==> src/rtl/uart_rx_framed.sv <==
// uart_rx_framed: oversampling UART receiver with start-glitch rejection, framing/overrun
// flags and a valid/ready output. Define UART_RX_PARITY_EN to add a parity bit and o_parity_err.
module uart_rx_framed #(
    parameter int DATA       = 8,
    parameter int STOP       = 1,
    parameter int OSR        = 16,
    parameter int PARITY_ODD = 0
) (
    input  logic            i_divided_clk,
    input  logic            i_rst,
    input  logic            i_en,
    input  logic            i_rx,
    input  logic            i_ready,
    output logic [DATA-1:0] o_data,
    output logic            o_valid,
    output logic            o_frame_err,
`ifdef UART_RX_PARITY_EN
    output logic            o_parity_err,
`endif
    output logic            o_overrun,
    output logic            o_busy
);

    if (DATA < 5 || DATA > 9 || STOP < 1 || STOP > 2 || OSR < 4 || (OSR % 2) != 0 ||
        PARITY_ODD < 0 || PARITY_ODD > 1)
        $error("uart_rx_framed: illegal parameter set");

    localparam int TW = $clog2(OSR);
    localparam int BW = $clog2(DATA + 1);
    localparam logic [TW-1:0] T_MID  = TW'(OSR / 2 - 1);
    localparam logic [TW-1:0] T_LAST = TW'(OSR - 1);
    localparam logic [BW-1:0] B_DATA = BW'(DATA - 1);
    localparam logic [BW-1:0] B_STOP = BW'(STOP - 1);
`ifdef UART_RX_PARITY_EN
    localparam logic ODD = (PARITY_ODD != 0);
`endif

    typedef enum logic [2:0] {
        IDLE,
        START,
        DATA_BITS,
`ifdef UART_RX_PARITY_EN
        PARITY,
`endif
        STOP_BITS
    } state_t;

    state_t          state;
    logic [TW-1:0]   tick_cnt;
    logic [BW-1:0]   bit_cnt;
    logic [DATA-1:0] shreg;
    logic            ferr_cap;
    logic            rx_meta;
    logic            rxs;
`ifdef UART_RX_PARITY_EN
    logic            perr_cap;
`endif

    logic commit;
    logic accept;

    // Two-flop synchroniser runs every clock, independent of the oversample tick.
    always_ff @(posedge i_divided_clk or posedge i_rst) begin
        if (i_rst) begin
            rx_meta <= 1'b1;
            rxs     <= 1'b1;
        end else begin
            rx_meta <= i_rx;
            rxs     <= rx_meta;
        end
    end

    assign commit = i_en && (state == STOP_BITS) && (tick_cnt == T_LAST) && (bit_cnt == B_STOP);
    assign accept = o_valid && i_ready;

    always_ff @(posedge i_divided_clk or posedge i_rst) begin
        if (i_rst) begin
            state       <= IDLE;
            tick_cnt    <= '0;
            bit_cnt     <= '0;
            shreg       <= '0;
            ferr_cap    <= 1'b0;
            o_busy      <= 1'b0;
            o_data      <= '0;
            o_valid     <= 1'b0;
            o_frame_err <= 1'b0;
            o_overrun   <= 1'b0;
`ifdef UART_RX_PARITY_EN
            perr_cap     <= 1'b0;
            o_parity_err <= 1'b0;
`endif
        end else begin
            if (i_en) begin
                case (state)
                    IDLE: begin
                        if (!rxs) begin
                            state    <= START;
                            tick_cnt <= '0;
                            bit_cnt  <= '0;
                            o_busy   <= 1'b1;
                        end
                    end
                    START: begin
                        if (tick_cnt == T_MID) begin
                            // Line back high at mid start bit: a glitch, drop silently.
                            state    <= rxs ? IDLE : DATA_BITS;
                            o_busy   <= !rxs;
                            tick_cnt <= '0;
                            bit_cnt  <= '0;
                        end else begin
                            tick_cnt <= tick_cnt + 1'b1;
                        end
                    end
                    DATA_BITS: begin
                        if (tick_cnt == T_LAST) begin
                            shreg    <= {rxs, shreg[DATA-1:1]};
                            tick_cnt <= '0;
                            if (bit_cnt == B_DATA) begin
                                bit_cnt  <= '0;
                                ferr_cap <= 1'b0;
`ifdef UART_RX_PARITY_EN
                                state    <= PARITY;
`else
                                state    <= STOP_BITS;
`endif
                            end else begin
                                bit_cnt <= bit_cnt + 1'b1;
                            end
                        end else begin
                            tick_cnt <= tick_cnt + 1'b1;
                        end
                    end
`ifdef UART_RX_PARITY_EN
                    PARITY: begin
                        if (tick_cnt == T_LAST) begin
                            perr_cap <= (^{shreg, rxs}) != ODD;
                            state    <= STOP_BITS;
                            tick_cnt <= '0;
                            bit_cnt  <= '0;
                        end else begin
                            tick_cnt <= tick_cnt + 1'b1;
                        end
                    end
`endif
                    STOP_BITS: begin
                        if (tick_cnt == T_LAST) begin
                            tick_cnt <= '0;
                            if (!rxs)
                                ferr_cap <= 1'b1;
                            // Leave at the last stop sample so a following start edge is not missed.
                            if (bit_cnt == B_STOP) begin
                                state   <= IDLE;
                                bit_cnt <= '0;
                                o_busy  <= 1'b0;
                            end else begin
                                bit_cnt <= bit_cnt + 1'b1;
                            end
                        end else begin
                            tick_cnt <= tick_cnt + 1'b1;
                        end
                    end
                    default: begin
                        state    <= IDLE;
                        tick_cnt <= '0;
                        bit_cnt  <= '0;
                        o_busy   <= 1'b0;
                    end
                endcase
            end

            // Output handshake runs every clock; a commit needs a free or draining slot.
            if (commit && (!o_valid || i_ready)) begin
                o_data      <= shreg;
                o_frame_err <= ferr_cap | ~rxs;
                o_valid     <= 1'b1;
`ifdef UART_RX_PARITY_EN
                o_parity_err <= perr_cap;
`endif
                if (accept)
                    o_overrun <= 1'b0;
            end else if (commit) begin
                o_overrun <= 1'b1;
            end else if (accept) begin
                o_valid   <= 1'b0;
                o_overrun <= 1'b0;
            end
        end
    end

endmodule

==> config.mk <==
export PLATFORM = sky130hd
export DESIGN_NAME = uart_rx_framed
export DESIGN_NICKNAME = d
export VERILOG_FILES = /design/src/rtl/uart_rx_framed.sv
export SDC_FILE = /design/constraint.sdc
export NUM_CORES = 1
export LEC_CHECK = 0
export ABC_AREA = 1
export BUFFER_PORTS_ARGS = -buffer_cell sky130_fd_sc_hd__buf_2
export CORE_ASPECT_RATIO = 0.5
export CORE_UTILIZATION = 54
export CTS_BUF_LIST = sky130_fd_sc_hd__clkbuf_2 sky130_fd_sc_hd__clkbuf_4 sky130_fd_sc_hd__clkbuf_8
export CTS_CLUSTER_SIZE = 25
export DETAILED_ROUTE_END_ITERATION = 8
export PLACE_DENSITY = 0.85
export SYNTH_ARGS = -nofsm -noshare
export SYNTH_HDL_FRONTEND = slang
export SYNTH_SLANG_ARGS = --single-unit
==> constraint.sdc <==
create_clock -name i_divided_clk -period 1.4 [get_ports i_divided_clk]
set_clock_uncertainty 0.1 [all_clocks]
set_input_delay 0.14 -clock i_divided_clk [delete_from_list [all_inputs] [get_ports i_divided_clk]]
set_output_delay 0.14 -clock i_divided_clk [all_outputs]
set_load 0.01 [all_outputs]
==> summary.txt <==
total track usage: 25.9%
CP bufs+invs: 0
fillcell total: 125
full die area: 3240 sq um
pwr dens: 1650 nW/um^2
fin crit period: 1.54 ns
row cnt: 13
DRT Pass-1 Iters: 5
ANT cells: 0
largest area contributor in the netlist: dfrtp_1
layout cells sized above 1: 41.0%
Starting Density: 59.7%
worst path cell trace: ha_4, nand3_4, nor3_4, nand3_2, nand2_1, nand2_1
CP dominant cell by count: nand2_1
chip height: 40.8 um
Seq/Total Area, Yosys: 51.0%
Synth Cell Area: 1620 sq um
syn_nets: 203
Async S/R FF share, synth: 100%
Worst-path clk slew: 0.08 ns
Setup crit start kind: flop
worst rel slew slack: 71.5%
Slew @ Worst Pin: 0.428 ns
fin util: 84.4%
Synth Warn #: 0
final antenna-violating net count: 0
CP Capture Type: flop
Iteration-0 DRC Markers: 190
Sink Count: 33
routed wire length: 4.96 mm
top-count cell post-synth: nand2_1
Synth Flop Type: dfrtp_1
worst r2r path cells: 6
Max-Cap Viols: 0
Synth Area per Inst: 8.32 sq um
failing checks: negative setup slack
Area Overhead vs Synth: 41.2%
DRC: 0
TritonCTS clock tree: built
XOR/XNOR share of the synthesized area: 1.08%
clk_lat worst skew: 0.30 ns
Yosys reg bits: 33
count of final setup violators: 29
num ports: 17
clock root buffer: clkbuf_8
H-tree Lvls: 2
Synth Area in Adders: 2.31%
RR Endpoint: o_data[2]$_DFFE_PP0P_
DR vias: 1673
max-slew violations: 0
post-synth top area share: 47.8%
Placer Congestion: 0.914
Congestion Overflow GR: 0
Crit Path Max Fanout: 5
Die W: 79.5 um
final-report hold violation count: 0
RSZ-0062 raised after global routing: yes
core area: 2720 sq um
deepest clock path buffer count: 2
Cell variety after synth: 21
drt wl/cell: 17.3 um
Slowest Stage Delay on Critical Path: 0.39 ns
r2r setup slk: -0.14 ns
Simple-Gate Fraction of Synth Area: 37.0%
initial antenna violation count: 0
first-pass GRT wire length: 5.90 mm
cell count after synthesis: 195
crit path launch: tick_cnt[1]$_DFFE_PP0P_
mux contribution to synthesized area: 0%
crit path DAT: 1.64 ns
cells taking the most area after synthesis: dfrtp_1 48%, nand2_1 19%, nand3_1 6.5%
HP Class: in -> reg
EDFF count, synth: 0
r2r startpoint: tick_cnt[1]$_DFFE_PP0P_
critical path type: reg -> reg
Max stage delay cell, worst path: dfrtp_1
Final Cycle Share: 110%
nets@finish: 256
critical path required time: 1.50 ns
outcome: finished, violations left
CP endpoint: o_data[2]$_DFFE_PP0P_
number of vias per cell: 5.85
largest family of logic cells by synthesized area: simple AND/OR/NAND/NOR gates
Leakage: 1.21 nW
Top delay family on crit path: simple AND/OR/NAND/NOR gates
compound-gate portion of the synthesized area: 3.93%
number of global-route vias before repair: 1326
worst hold margin: 0.0659 ns
top cells by count, synth: 84 x nand2_1, 31 x dfrtp_1, 21 x nand3_1
Inserted Clock Buffers: 5
Setup WS post-layout: -0.138 ns
IO buf count: 16
Fmax: 0.650 GHz
largest net degree at the start of global routing: 34
cell depth of the worst setup path: 6
Final HPWL DP: 2.29 mm
maximum vdd drop: 1.16 mV
-- timing repair --
action                                 4_1_cts  5_1_grt
setup endpoints to repair                   18       29
gates cloned                                 2        0
hold buffers                                 2        0
endpoints found under the hold margin       32        0
resized for setup                           12       34
pin swaps                                    7        9
buffers inserted                             1        4
-- worst min path at each step --
stage / startpoint / end / cells past startpoint
global placement: i_rst / bit_cnt[2]$_DFFE_PP0P_ / 3
global route: i_en / tick_cnt[1]$_DFFE_PP0P_ / 3
finish: i_en / tick_cnt[1]$_DFFE_PP0P_ / 3
floorplan: i_rx / rx_meta$_DFF_PP1_ / 0
CTS: i_ready / o_overrun$_DFF_PP0_ / 4
detailed placement: i_rst / bit_cnt[2]$_DFFE_PP0P_ / 3
-- power by group --
part | internal [W] | leakage (nW) | switching [W] | total, W
Sequential | 0.00106 | 0.445 | 0.000120 | 0.00118
Clock | 0.000707 | 0.0681 | 0.000381 | 0.00109
Combinational | 0.000608 | 0.702 | 0.000896 | 0.00150
Total | 0.00238 | 1.21 | 0.00140 | 0.00378
-- flip-flops by register name, summed over array words and instances, names as in the netlist --
register     flops
rx_meta          1
o_frame_err      1
ferr_cap         1
o_overrun        1
state            2
bit_cnt          4
rxs              1
o_data           8
tick_cnt         4
shreg            8
o_busy           1
o_valid          1
-- cells in the final DEF (no fill, tap or decap), types with 3 or more instances in the layout --
cell,n
nand2_1,70
inv_1,12
nand2_2,14
buf_2,16
inv_2,4
clkbuf_8,5
nor2_1,5
nor2_2,4
nand3_1,18
nor2_8,3
nand3_4,4
o21ai_2,5
buf_4,24
a21oi_1,3
nand3_2,3
buf_6,3
dfrtp_1,29
-- per-stage QoR --
| stage | std cells | setup slack, ns | TNS, ns | power, W | cell area, sq um |
|---|---|---|---|---|---|
| finish | 286 | -0.138 | -2.44 | 0.00378 | 2290 |
| floorplan | 195 | 0.0182 | 0 | 0.00177 | 1640 |
| global route | 286 | -0.205 | -4.10 | 0.00394 | 2290 |
| detailed placement | 269 | -0.105 | -1.08 | 0.00219 | 1920 |
| global placement | 269 | -0.0422 | -0.416 | 0.00214 | 1920 |
| CTS | 282 | -0.100 | -1.22 | 0.00337 | 2130 |
-- per-layer routing --
layer	GRT usage (%)	part of all wire, %
met1	30.8	39
met2	44.7	47
met3	9.33	8.7
met4	10.5	5.2
met5	0	0
-- logic make-up after synthesis --
| logic type | count (synthesis) |
|---|---|
| AOI/OAI and AO/OA | 12 |
| xor gates and xnor gates | 2 |
| adders and majority gates | 3 |
| buffers and inverters | 19 |
| DFF | 33 |
| and+or+nand+nor | 126 |
-- worst reg2reg max path, cell delays in order (launching register included) --
cell	delay (ns)
dfrtp_1	0.39
ha_4	0.17
nand3_4	0.16
nor3_4	0.25
nand3_2	0.19
nand2_1	0.13
nand2_1	0.05
-- area by class of cell --
class	count	area, sq um	area share (%)
Sequential cell	33	831	36.2
Tap cell	37	46.3	2.02
Multi-Input combinational cell	145	895	39.0
Clock inverter	3	65.1	2.84
Clock buffer	5	68.8	3.00
Timing Repair Buffer	45	314	13.7
Inverter	18	72.6	3.17
Note: power is estimated with default switching activity, not from simulation.
